File: src/rtl/iir_out_requant.sv
// Output stage for the time-multiplexed IIR: once-per-frame capture, round/saturate
// from Q(WIO).(WFO) to Q(WIR).(WFR), then a show-ahead FIFO with valid/ready output.
module iir_out_requant #(
    parameter int unsigned NUMBER    = 4,
    parameter int unsigned WIO       = 23,
    parameter int unsigned WFO       = 44,
    parameter int unsigned WIR       = 5,
    parameter int unsigned WFR       = 11,
    parameter int unsigned CAP_PHASE = 3,
    parameter int unsigned DEPTH     = 4
) (
    input  logic                       CLK,
    input  logic                       Reset,
    input  logic                       CE,
    input  logic                       we,
    input  logic [WIO+WFO-1:0]         din,
    output logic [WIR+WFR-1:0]         dout,
    output logic                       dout_valid,
    input  logic                       dout_ready,
    output logic                       sat_flag,
    output logic [15:0]                sat_count,
    output logic [15:0]                drop_count,
    output logic [$clog2(DEPTH):0]     fifo_level
);

    localparam int unsigned WI = WIO + WFO;
    localparam int unsigned WS = WI + 1;
    localparam int unsigned WR = WIR + WFR;
    localparam int unsigned SH = WFO - WFR;
    localparam int unsigned PW = (NUMBER > 1) ? $clog2(NUMBER) : 1;
    localparam int unsigned AW = (DEPTH > 1) ? $clog2(DEPTH) : 1;
    localparam int unsigned LW = AW + 1;

    localparam logic signed [WS-1:0] HALF = {{(WS-1){1'b0}}, 1'b1} << (SH - 1);
    localparam logic signed [WS-1:0] QMAX = {{(WS-WR+1){1'b0}}, {(WR-1){1'b1}}};
    localparam logic signed [WS-1:0] QMIN = ~QMAX;
    localparam logic [WR-1:0]        SATP = {1'b0, {(WR-1){1'b1}}};
    localparam logic [WR-1:0]        SATN = {1'b1, {(WR-1){1'b0}}};

    logic [PW-1:0]  phase_q, phase_d;
    logic           v1_q, v1_d;
    logic [WI-1:0]  din_q, din_d;
    logic           v2_q, v2_d;
    logic [WR-1:0]  res_q, res_d;
    logic           sat_flag_q, sat_flag_d;
    logic [15:0]    sat_count_q, sat_count_d;
    logic [15:0]    drop_count_q, drop_count_d;
    logic [AW-1:0]  wr_ptr_q, wr_ptr_d;
    logic [AW-1:0]  rd_ptr_q, rd_ptr_d;
    logic [LW-1:0]  level_q, level_d;
    logic [WR-1:0]  last_q, last_d;
    logic [WR-1:0]  mem_q [DEPTH];

    logic                 cap;
    logic signed [WS-1:0] sum;
    logic signed [WS-1:0] q;
    logic [WR-1:0]        rq;
    logic                 sat;
    logic                 full;
    logic                 pop;
    logic                 push;
    logic                 drop;

    always_comb begin
        phase_d = phase_q;
        if (!we) begin
            phase_d = '0;
        end else if (CE) begin
            phase_d = (phase_q == PW'(NUMBER - 1)) ? '0 : phase_q + PW'(1);
        end
        cap   = we & CE & (phase_q == PW'(CAP_PHASE));
        v1_d  = cap;
        din_d = cap ? din : din_q;
    end

    // Round half toward +inf, then clamp to the signed output range.
    always_comb begin
        sum = $signed({din_q[WI-1], din_q}) + HALF;
        q   = sum >>> SH;
        sat = 1'b0;
        rq  = q[WR-1:0];
        if (q > QMAX) begin
            rq  = SATP;
            sat = 1'b1;
        end else if (q < QMIN) begin
            rq  = SATN;
            sat = 1'b1;
        end
        v2_d        = v1_q;
        res_d       = v1_q ? rq : res_q;
        sat_flag_d  = sat_flag_q | (v1_q & sat);
        sat_count_d = sat_count_q;
        if (v1_q && sat && sat_count_q != 16'hFFFF) begin
            sat_count_d = sat_count_q + 16'd1;
        end
    end

    // A pop in the same cycle frees the slot, so a write into a full FIFO still lands.
    always_comb begin
        full         = (level_q == LW'(DEPTH));
        pop          = (level_q != '0) & dout_ready;
        push         = v2_q & (~full | pop);
        drop         = v2_q & full & ~pop;
        wr_ptr_d     = push ? wr_ptr_q + AW'(1) : wr_ptr_q;
        rd_ptr_d     = pop ? rd_ptr_q + AW'(1) : rd_ptr_q;
        last_d       = pop ? mem_q[rd_ptr_q] : last_q;
        level_d      = level_q;
        if (push && !pop) begin
            level_d = level_q + LW'(1);
        end else if (pop && !push) begin
            level_d = level_q - LW'(1);
        end
        drop_count_d = drop_count_q;
        if (drop && drop_count_q != 16'hFFFF) begin
            drop_count_d = drop_count_q + 16'd1;
        end
    end

    always_ff @(posedge CLK) begin
        if (Reset) begin
            phase_q      <= '0;
            v1_q         <= 1'b0;
            din_q        <= '0;
            v2_q         <= 1'b0;
            res_q        <= '0;
            sat_flag_q   <= 1'b0;
            sat_count_q  <= '0;
            drop_count_q <= '0;
            wr_ptr_q     <= '0;
            rd_ptr_q     <= '0;
            level_q      <= '0;
            last_q       <= '0;
        end else begin
            phase_q      <= phase_d;
            v1_q         <= v1_d;
            din_q        <= din_d;
            v2_q         <= v2_d;
            res_q        <= res_d;
            sat_flag_q   <= sat_flag_d;
            sat_count_q  <= sat_count_d;
            drop_count_q <= drop_count_d;
            wr_ptr_q     <= wr_ptr_d;
            rd_ptr_q     <= rd_ptr_d;
            level_q      <= level_d;
            last_q       <= last_d;
        end
    end

    always_ff @(posedge CLK) begin
        if (!Reset && push) begin
            mem_q[wr_ptr_q] <= res_q;
        end
    end

    assign dout       = (level_q != '0) ? mem_q[rd_ptr_q] : last_q;
    assign dout_valid = (level_q != '0);
    assign sat_flag   = sat_flag_q;
    assign sat_count  = sat_count_q;
    assign drop_count = drop_count_q;
    assign fifo_level = level_q;

endmodule

File: config.mk
export PLATFORM = sky130hd
export DESIGN_NAME = iir_out_requant
export DESIGN_NICKNAME = d
export VERILOG_FILES = /design/src/rtl/iir_out_requant.sv
export SDC_FILE = /design/constraint.sdc
export NUM_CORES = 1
export LEC_CHECK = 0
export ABC_AREA = 1
export CORE_ASPECT_RATIO = 1.1
export CORE_UTILIZATION = 49
export DETAILED_ROUTE_END_ITERATION = 10
export HOLD_SLACK_MARGIN = 0.06
export PLACE_DENSITY = 0.88
export SKIP_LAST_GASP = 1
export SLEW_MARGIN = 10
export SYNTH_ARGS = -nofsm -noshare
export SYNTH_HDL_FRONTEND = slang
export SYNTH_SLANG_ARGS = --single-unit
File: constraint.sdc
create_clock -name CLK -period 2.4 [get_ports CLK]
set_clock_uncertainty 0.2 [all_clocks]
set_input_delay 0.36 -clock CLK [delete_from_list [all_inputs] [get_ports CLK]]
set_output_delay 0.36 -clock CLK [all_outputs]
set_load 0.02 [all_outputs]
== Word level (Yosys, flattened, before mapping) ==
Memory sizes are Yosys's and may differ from the RTL's. A register that Yosys moved wholly into a read port is not among the register bits.
Cells that the tools add are included.

* Add/sub/neg operators: 8
* $lt $le $gt $ge: 2
* Equal/unequal tests: 4
* Muxes and demuxes: 12
* Bitwise gates (word level): 12
* Reduce and logical (&&, ||, !) cells: 12

{| class="wikitable"
|+ Operators by type and width
! operator !! count
|-
| adder 67 x 34 -> 68 bit, second input constant || 1
|-
| two-way mux 16 bit || 3
|-
| greater-than comparator 35 x 16 -> 1 bit, second input constant || 1
|-
| < comparator 35 x 16 -> 1 bit, second input constant || 1
|-
| adder 16 x 1 -> 16 bit, second input constant || 2
|-
| != test 16 bit, second input constant || 2
|-
| bitwise AND 1 bit || 7
|-
| adder 2 x 1 -> 2 bit, second input constant || 3
|-
| logical AND 1 bit || 6
|-
| two-way mux 2 bit || 3
|-
| two-way mux 3 bit || 2
|-
| two-way mux 1 bit || 4
|-
| adder 3 x 1 -> 3 bit, second input constant || 1
|-
| == test 3 bit, second input constant || 1
|-
| logical NOT 1 bit || 3
|-
| inverter 1 bit || 3
|-
| nonzero test 3 bit || 1
|-
| subtractor 3 x 1 -> 3 bit, second input constant || 1
|-
| == test 2 bit, second input constant || 1
|-
| OR 1 bit || 2
|-
| nonzero test 2 bit || 1
|-
| OR reduction 2 bit || 1
|}

* Register bits: 143
* Memory bits (writable): 64
* Input port bits: 72
* Output and inout bits: 53
* Word-level logic and storage cells: 63
* Memories: 1

{| class="wikitable"
|+ Memory list
! memory !! depth !! width !! rd ports !! clocked after memory_dff !! wr ports !! RTL line !! RTL
|-
| mem_q || 4 || 16 || 1 || 1 || 1 || 52 || <nowiki>logic [WR-1:0] mem_q [DEPTH];</nowiki>
|}

== Depth between registers and ports, before layout ==
* Depth after elaboration: 8
* Depth in mapped cells: 20
* Mapped depth without buffers: 19

== Worst setup path before layout ==
Ideal clock, no wire load.

* Kind: flip-flop to flip-flop
* From: register din_q[32]
* To: register sat_count_q[12] (netlist: sat_count[12])
* Setup time: 0.110 ns
* Arrival time: 2.046 ns
* Required time: 2.090 ns
* Slack: 0.044 ns
* Cell stages (with the launch flop): 20
* Path buffers: 1
* Period minus slack after synthesis: 2.356 ns
* Cell sequence: dfxtp_1 ha_1 nand2_1 nor2_2 nand2_2 nor2_2 nand3_1 nand2_1 inv_2 nor2_1 nand2_1 nor2_1 nand3_2 nand2_1 nand2_2 buf_6 nand3_1 nand2_1 inv_1 nor2_1

* Longest elaborated chain between the ends: 6
* Elaborated cells on any way between the ends: 7
* Those cells by class: 1 x add/sub; 2 x order compare; 2 x mux; 2 x reduce/logical

{| class="wikitable"
|+ RTL lines
! element !! RTL line !! RTL
|-
| start: declaration || 42 || <nowiki>logic [WI-1:0] din_q, din_d;</nowiki>
|-
| start signal: assignment || 136 || <nowiki>din_q <= din_d;</nowiki>
|-
| adder 67 x 34 -> 68 bit (*) || 78 || <nowiki>sum = $signed({din_q[WI-1], din_q}) + HALF;</nowiki>
|-
| < comparator 35 x 16 -> 1 bit || 85 || <nowiki>end else if (q < QMIN) begin</nowiki>
|-
| two-way mux 1 bit || 85 ||
|-
| two-way mux 1 bit (*) || 82 || <nowiki>if (q > QMAX) begin</nowiki>
|-
| logical AND 1 bit (*) (2 in series) || 93 || <nowiki>if (v1_q && sat && sat_count_q != 16'hFFFF) begin</nowiki>
|-
| end signal: assignment || 140 || <nowiki>sat_count_q <= sat_count_d;</nowiki>
|-
| end: declaration || 46 || <nowiki>logic [15:0] sat_count_q, sat_count_d;</nowiki>
|}

Mark *: on every way between the ends. The rest lies on a longest branch, timed or not.
A chain may end at the register's enable or synchronous reset.

== Worst setup path in the final report ==
* From: register din_q[38]
* To: register sat_count_q[5] (netlist: sat_count[5])

Same word-level chain as after synthesis.

==> impl_table.tex <==
\begin{tabular}{lr}
\hline
Metric & Value \\
\hline
\multicolumn{2}{l}{\textbf{Synthesis}} \\
Gate count after technology mapping & 1,109 \\
Synth Cell Area & 0.00845 mm² \\
Top-area cell type share of the netlist area & 26.8\% \\
Dominant combinational cell family by area after synthesis & simple AND/OR/NAND/NOR gates \\
Register area share after synthesis & 49.5\% \\
Synthesis warning total & 0 \\
Post-synthesis share of cell area spent on xor and xnor gates & 1.45\% \\
Flip-flop cell with the highest count after synthesis & sky130\_fd\_sc\_hd\_\_dfxtp\_1 \\
Number of distinct library cells after synthesis & 41 \\
Share of flip-flops with an asynchronous set or reset & 0\% \\
Compound-cell area share of the yosys netlist & 15.0\% \\
Cell taking the most area after synthesis & sky130\_fd\_sc\_hd\_\_dfxtp\_1 \\
Adder and majority gate portion of the synthesized area & 1.57\% \\
Area fraction in and, or, nand and nor cells after synthesis & 23.8\% \\
Average cell area after synthesis & 7.62 µm² \\
Number of synthesized flops with an enable pin & 64 \\
Synth area leaders & sky130\_fd\_sc\_hd\_\_dfxtp\_1 27\%, sky130\_fd\_sc\_hd\_\_edfxtp\_1 23\%, sky130\_fd\_sc\_hd\_\_nand2\_1 9.4\% \\
Syn Nets & 1,191 \\
Post-synthesis register bit count & 177 \\
Multiplexer fraction of the synthesized cell area & 0\% \\
\multicolumn{2}{l}{\textbf{Global routing}} \\
Total global-route track usage & 23.6\% \\
Largest net degree at the start of global routing & 72 \\
Number of antenna violations at the first check in global routing & 0 \\
Total global routing overflow & 0 \\
Wire length of the first global-routing pass & 33,600 µm \\
Via count of the first global-routing pass & 7,322 \\
\multicolumn{2}{l}{\textbf{Cells and area}} \\
Share of layout cells above drive strength 1 & 22.6\% \\
Most common cell after layout, fill and taps aside & sky130\_fd\_sc\_hd\_\_nand2\_1 \\
Diodes inserted & 0 \\
Fill cell instance count of the final layout & 1,258 \\
Commonest cells after routing, fill and taps aside & 177 x sky130\_fd\_sc\_hd\_\_nand2\_1, 123 x sky130\_fd\_sc\_hd\_\_inv\_1, 123 x sky130\_fd\_sc\_hd\_\_nor2\_1, 110 x sky130\_fd\_sc\_hd\_\_o21ai\_0, 97 x sky130\_fd\_sc\_hd\_\_a21oi\_1 \\
Area growth, synth to finish & 33.5\% \\
Post-layout nets & 1,346 \\
\multicolumn{2}{l}{\textbf{Floorplanning}} \\
Effective utilization at floorplan & 49.8\% \\
Row count & 50 \\
Total Die Area & 0.0178 mm² \\
Die extent in x & 127 µm \\
\# IOs & 125 \\
Y dimension of the die & 140 µm \\
Floorplan Core Area & 0.0170 mm² \\
\multicolumn{2}{l}{\textbf{CTS}} \\
CTS H-tree lvls & 4 \\
Sinks on the clock net & 177 \\
Worst skew pair latency & 0.44 ns \\
CTS tree & built \\
Hold-fix buffers, CTS & 0 \\
Clock transition at the registers of the reported paths & 0.07 ns \\
Max Buffers Root-to-Sink & 2 \\
Total clock buffers created by CTS & 17 \\
Clock root buffer & sky130\_fd\_sc\_hd\_\_clkbuf\_16 \\
\multicolumn{2}{l}{\textbf{Power}} \\
Clock power share & 30.8\% \\
Fraction of power consumed by sequential logic & 38.7\% \\
Worst IR Drop VDD & 0.000566 V \\
Net switching power of the design & 3.00 mW \\
Total internal power & 5.69 mW \\
Combinational cell fraction of total power & 30.5\% \\
Static Leak & 4.18 nW \\
Switching Fraction & 34.5\% \\
Power per cell area & 770 mW/mm² \\
\multicolumn{2}{l}{\textbf{Hold path}} \\
Worst hold path stage count & 2 \\
WHS Endpoint & din\_q[48] \\
Hold wc startpoint & din\_q[48] \\
Class of the worst hold path & flip-flop to flip-flop \\
\multicolumn{2}{l}{\textbf{Timing}} \\
Period utilisation layout & 103\% \\
Post-Route Hold Slack & 0.267 ns \\
Worst-case setup margin in the final layout & -0.0765 ns \\
Final critical-path required period & 2.48 ns \\
Max-slew violation total from the final report & 0 \\
Max Clock Freq & 404 MHz \\
Final count of hold timing violations & 0 \\
Remaining max-slew budget at the tightest pin & 47.0\% \\
Measured slew at the worst slew-check pin & 0.775 ns \\
RSZ-0062 raised after global routing & yes \\
Count of final setup violators & 32 \\
\multicolumn{2}{l}{\textbf{Setup path}} \\
Data arrival time of the critical path & 2.61 ns \\
Launch point of the critical path & din\_q[38] \\
Critical path class & flip-flop to flip-flop \\
Setup slack of the worst register-to-register path & -0.08 ns \\
Required time of the critical path & 2.53 ns \\
Worst-path maximum fanout & 7 \\
Register-to-Register Path Depth & 18 \\
Critical path endpoint category & flip-flop \\
Startpoint class of the critical path & flip-flop \\
Worst reg2reg endpoint & sat\_count[5] \\
Number of buffers and inverters on the critical path & 2 \\
CP cell instances & nand2\_2 -> nor2\_4 -> nand2\_2 -> nor2\_4 -> nand2\_1 -> nand2\_1 -> nand2\_1 -> nor2\_2 -> nand2\_4 -> nor2\_4 -> nand3\_2 -> nand2\_2 -> nand2\_4 -> buf\_6 -> nand3\_1 -> nand2\_1 -> inv\_1 -> nor2\_1 \\
Most used cell, CP & sky130\_fd\_sc\_hd\_\_nand2\_1 \\
Crit-path slowest cell & sky130\_fd\_sc\_hd\_\_dfxtp\_2 \\
Kind of cell adding the most delay to the critical path & simple AND/OR/NAND/NOR gates \\
Maximum cell stage delay along the critical path & 0.37 ns \\
Reg2Reg Launch Point & din\_q[38] \\
\multicolumn{2}{l}{\textbf{Route}} \\
Final routed DRC violation total & 0 \\
Overall via count from detail\_route & 8,079 \\
Pre-Repair DR Iteration Count & 5 \\
Overall routed net length & 22,200 µm \\
Via density per instance & 5.35 \\
Antenna Violating Nets Remaining & 0 \\
Number of violations reported at the end of detailed-routing iteration 0 & 638 \\
Per-cell routed wire length & 14.7 µm \\
\multicolumn{2}{l}{\textbf{Run}} \\
Max-Cap Viols & 0 \\
\multicolumn{2}{l}{\textbf{Place}} \\
Weighted congestion at the end of routability-driven global placement & 0.899 \\
Worst setup slack before clock tree synthesis & -0.197 ns \\
Port buffer count & 92 \\
Half-perimeter wire length after placement & 13,700 µm \\
\multicolumn{2}{l}{\textbf{Run status}} \\
Status & finished, violations left \\
Violations in the final reports & setup timing \\
\hline
\end{tabular}
[cell usage after synthesis (2+ instances only)]
| cell type | count |
|---|---|
| sky130_fd_sc_hd__nor2_1 | 163 |
| sky130_fd_sc_hd__xor2_1 | 13 |
| sky130_fd_sc_hd__dfxtp_1 | 113 |
| sky130_fd_sc_hd__nor2_2 | 7 |
| sky130_fd_sc_hd__buf_2 | 3 |
| sky130_fd_sc_hd__nand3_2 | 2 |
| sky130_fd_sc_hd__a21oi_1 | 101 |
| sky130_fd_sc_hd__o21ai_0 | 114 |
| sky130_fd_sc_hd__clkinv_1 | 11 |
| sky130_fd_sc_hd__inv_2 | 3 |
| sky130_fd_sc_hd__o21bai_1 | 2 |
| sky130_fd_sc_hd__o22ai_1 | 16 |
| sky130_fd_sc_hd__inv_1 | 130 |
| sky130_fd_sc_hd__nand3_1 | 43 |
| sky130_fd_sc_hd__buf_6 | 3 |
| sky130_fd_sc_hd__nor3_1 | 12 |
| sky130_fd_sc_hd__nand2_1 | 212 |
| sky130_fd_sc_hd__edfxtp_1 | 64 |
| sky130_fd_sc_hd__nand4_1 | 24 |
| sky130_fd_sc_hd__clkbuf_1 | 33 |
| sky130_fd_sc_hd__buf_1 | 4 |
| sky130_fd_sc_hd__nor4_1 | 3 |
| sky130_fd_sc_hd__nand2_2 | 4 |
| sky130_fd_sc_hd__and2_1 | 2 |
| sky130_fd_sc_hd__nor2_4 | 3 |
| sky130_fd_sc_hd__ha_1 | 9 |
[logic make-up after synthesis]
family / count (synthesis)
flops: 177
buf+inv: 187
xor+xnor: 14
compound gates: 242
simple gates: 479
fa+ha+maj: 10
[routing by layer]
layer  vias up  global-route usage (%)  part of all wire, %
li1       3946                       -                    -
met1      3734                    27.6                   40
met2       334                    41.6                   51
met3        65                    4.11                  5.8
met4         0                    11.2                  3.4
met5         -                       0                    0
[power groups by stage]
stage / Sequential [mW] / Combinational (mW) / Clock, mW
2_1_floorplan: 3.42 / 1.58 / 0
6_report: 3.37 / 2.65 / 2.67
5_1_grt: 3.39 / 2.90 / 2.83
3_5_place_dp: 3.41 / 2.82 / 0
3_3_place_gp: 3.40 / 2.77 / 0
4_1_cts: 3.35 / 2.59 / 2.70
[worst max path at each step]
| stage | slack [ns] | endpoint | depth (start not counted) |
|---|---|---|---|
| 2_1_floorplan | 0.04 | sat_count[12] | 19 |
| 6_report | -0.08 | sat_count[5] | 18 |
| 3_5_place_dp | -0.20 | sat_count[9] | 18 |
| 3_3_place_gp | -0.12 | sat_count[5] | 18 |
| 5_1_grt | -0.26 | sat_count[15] | 18 |
| 4_1_cts | -0.15 | dout[14] | 6 |
[metrics by stage]
step,cell area (µm²),utilization [%],TNS [ns],power [mW],std cells
floorplan,8450,-,0,5.00,1109
global placement,10100,59.7,-2.98,6.17,1466
CTS,10900,64.4,-0.237,8.63,1505
finish,11300,66.5,-1.52,8.69,1511
global route,11300,66.5,-5.62,9.12,1511
detailed placement,10100,59.7,-4.99,6.23,1466
[registers in the layout (all words and copies together), names as in the netlist, named ones only]
name and cells:
sat_flag 1, v2_q 1, phase_q 2, drop_count 16, last_q 16, v1_q 1
res_q 16, mem_q 64, rd_ptr_q 2, sat_count 16, din_q 35, fifo_level 3
wr_ptr_q 2
[worst register-to-register path, delay by kind of cell (launching register included)]
kind / cells / cell delay (ns)
DFF: 1 / 0.37
buffers and inverters: 2 / 0.21
and+or+nand+nor: 16 / 1.60
[repair_timing]
| item | CTS | global route |
|---|---|---|
| pin swaps | 31 | 63 |
| cloned | 2 | 2 |
| setup buffers | 5 | 4 |
| resized for setup | 119 | 126 |
| setup endpoints to repair | 49 | 51 |
[final cells by class]
cell class | instances | area (µm²) | share of cell area, %
clock buffers | 20 | 457 | 4.05
clock inverters | 12 | 116 | 1.03
inverters | 144 | 546 | 4.84
multi-input cells | 745 | 3980 | 35.3
flip-flops and latches | 177 | 4230 | 37.5
well taps | 234 | 293 | 2.60
repair buffers | 179 | 1650 | 14.7
Note: power is estimated with default switching activity, not from simulation.
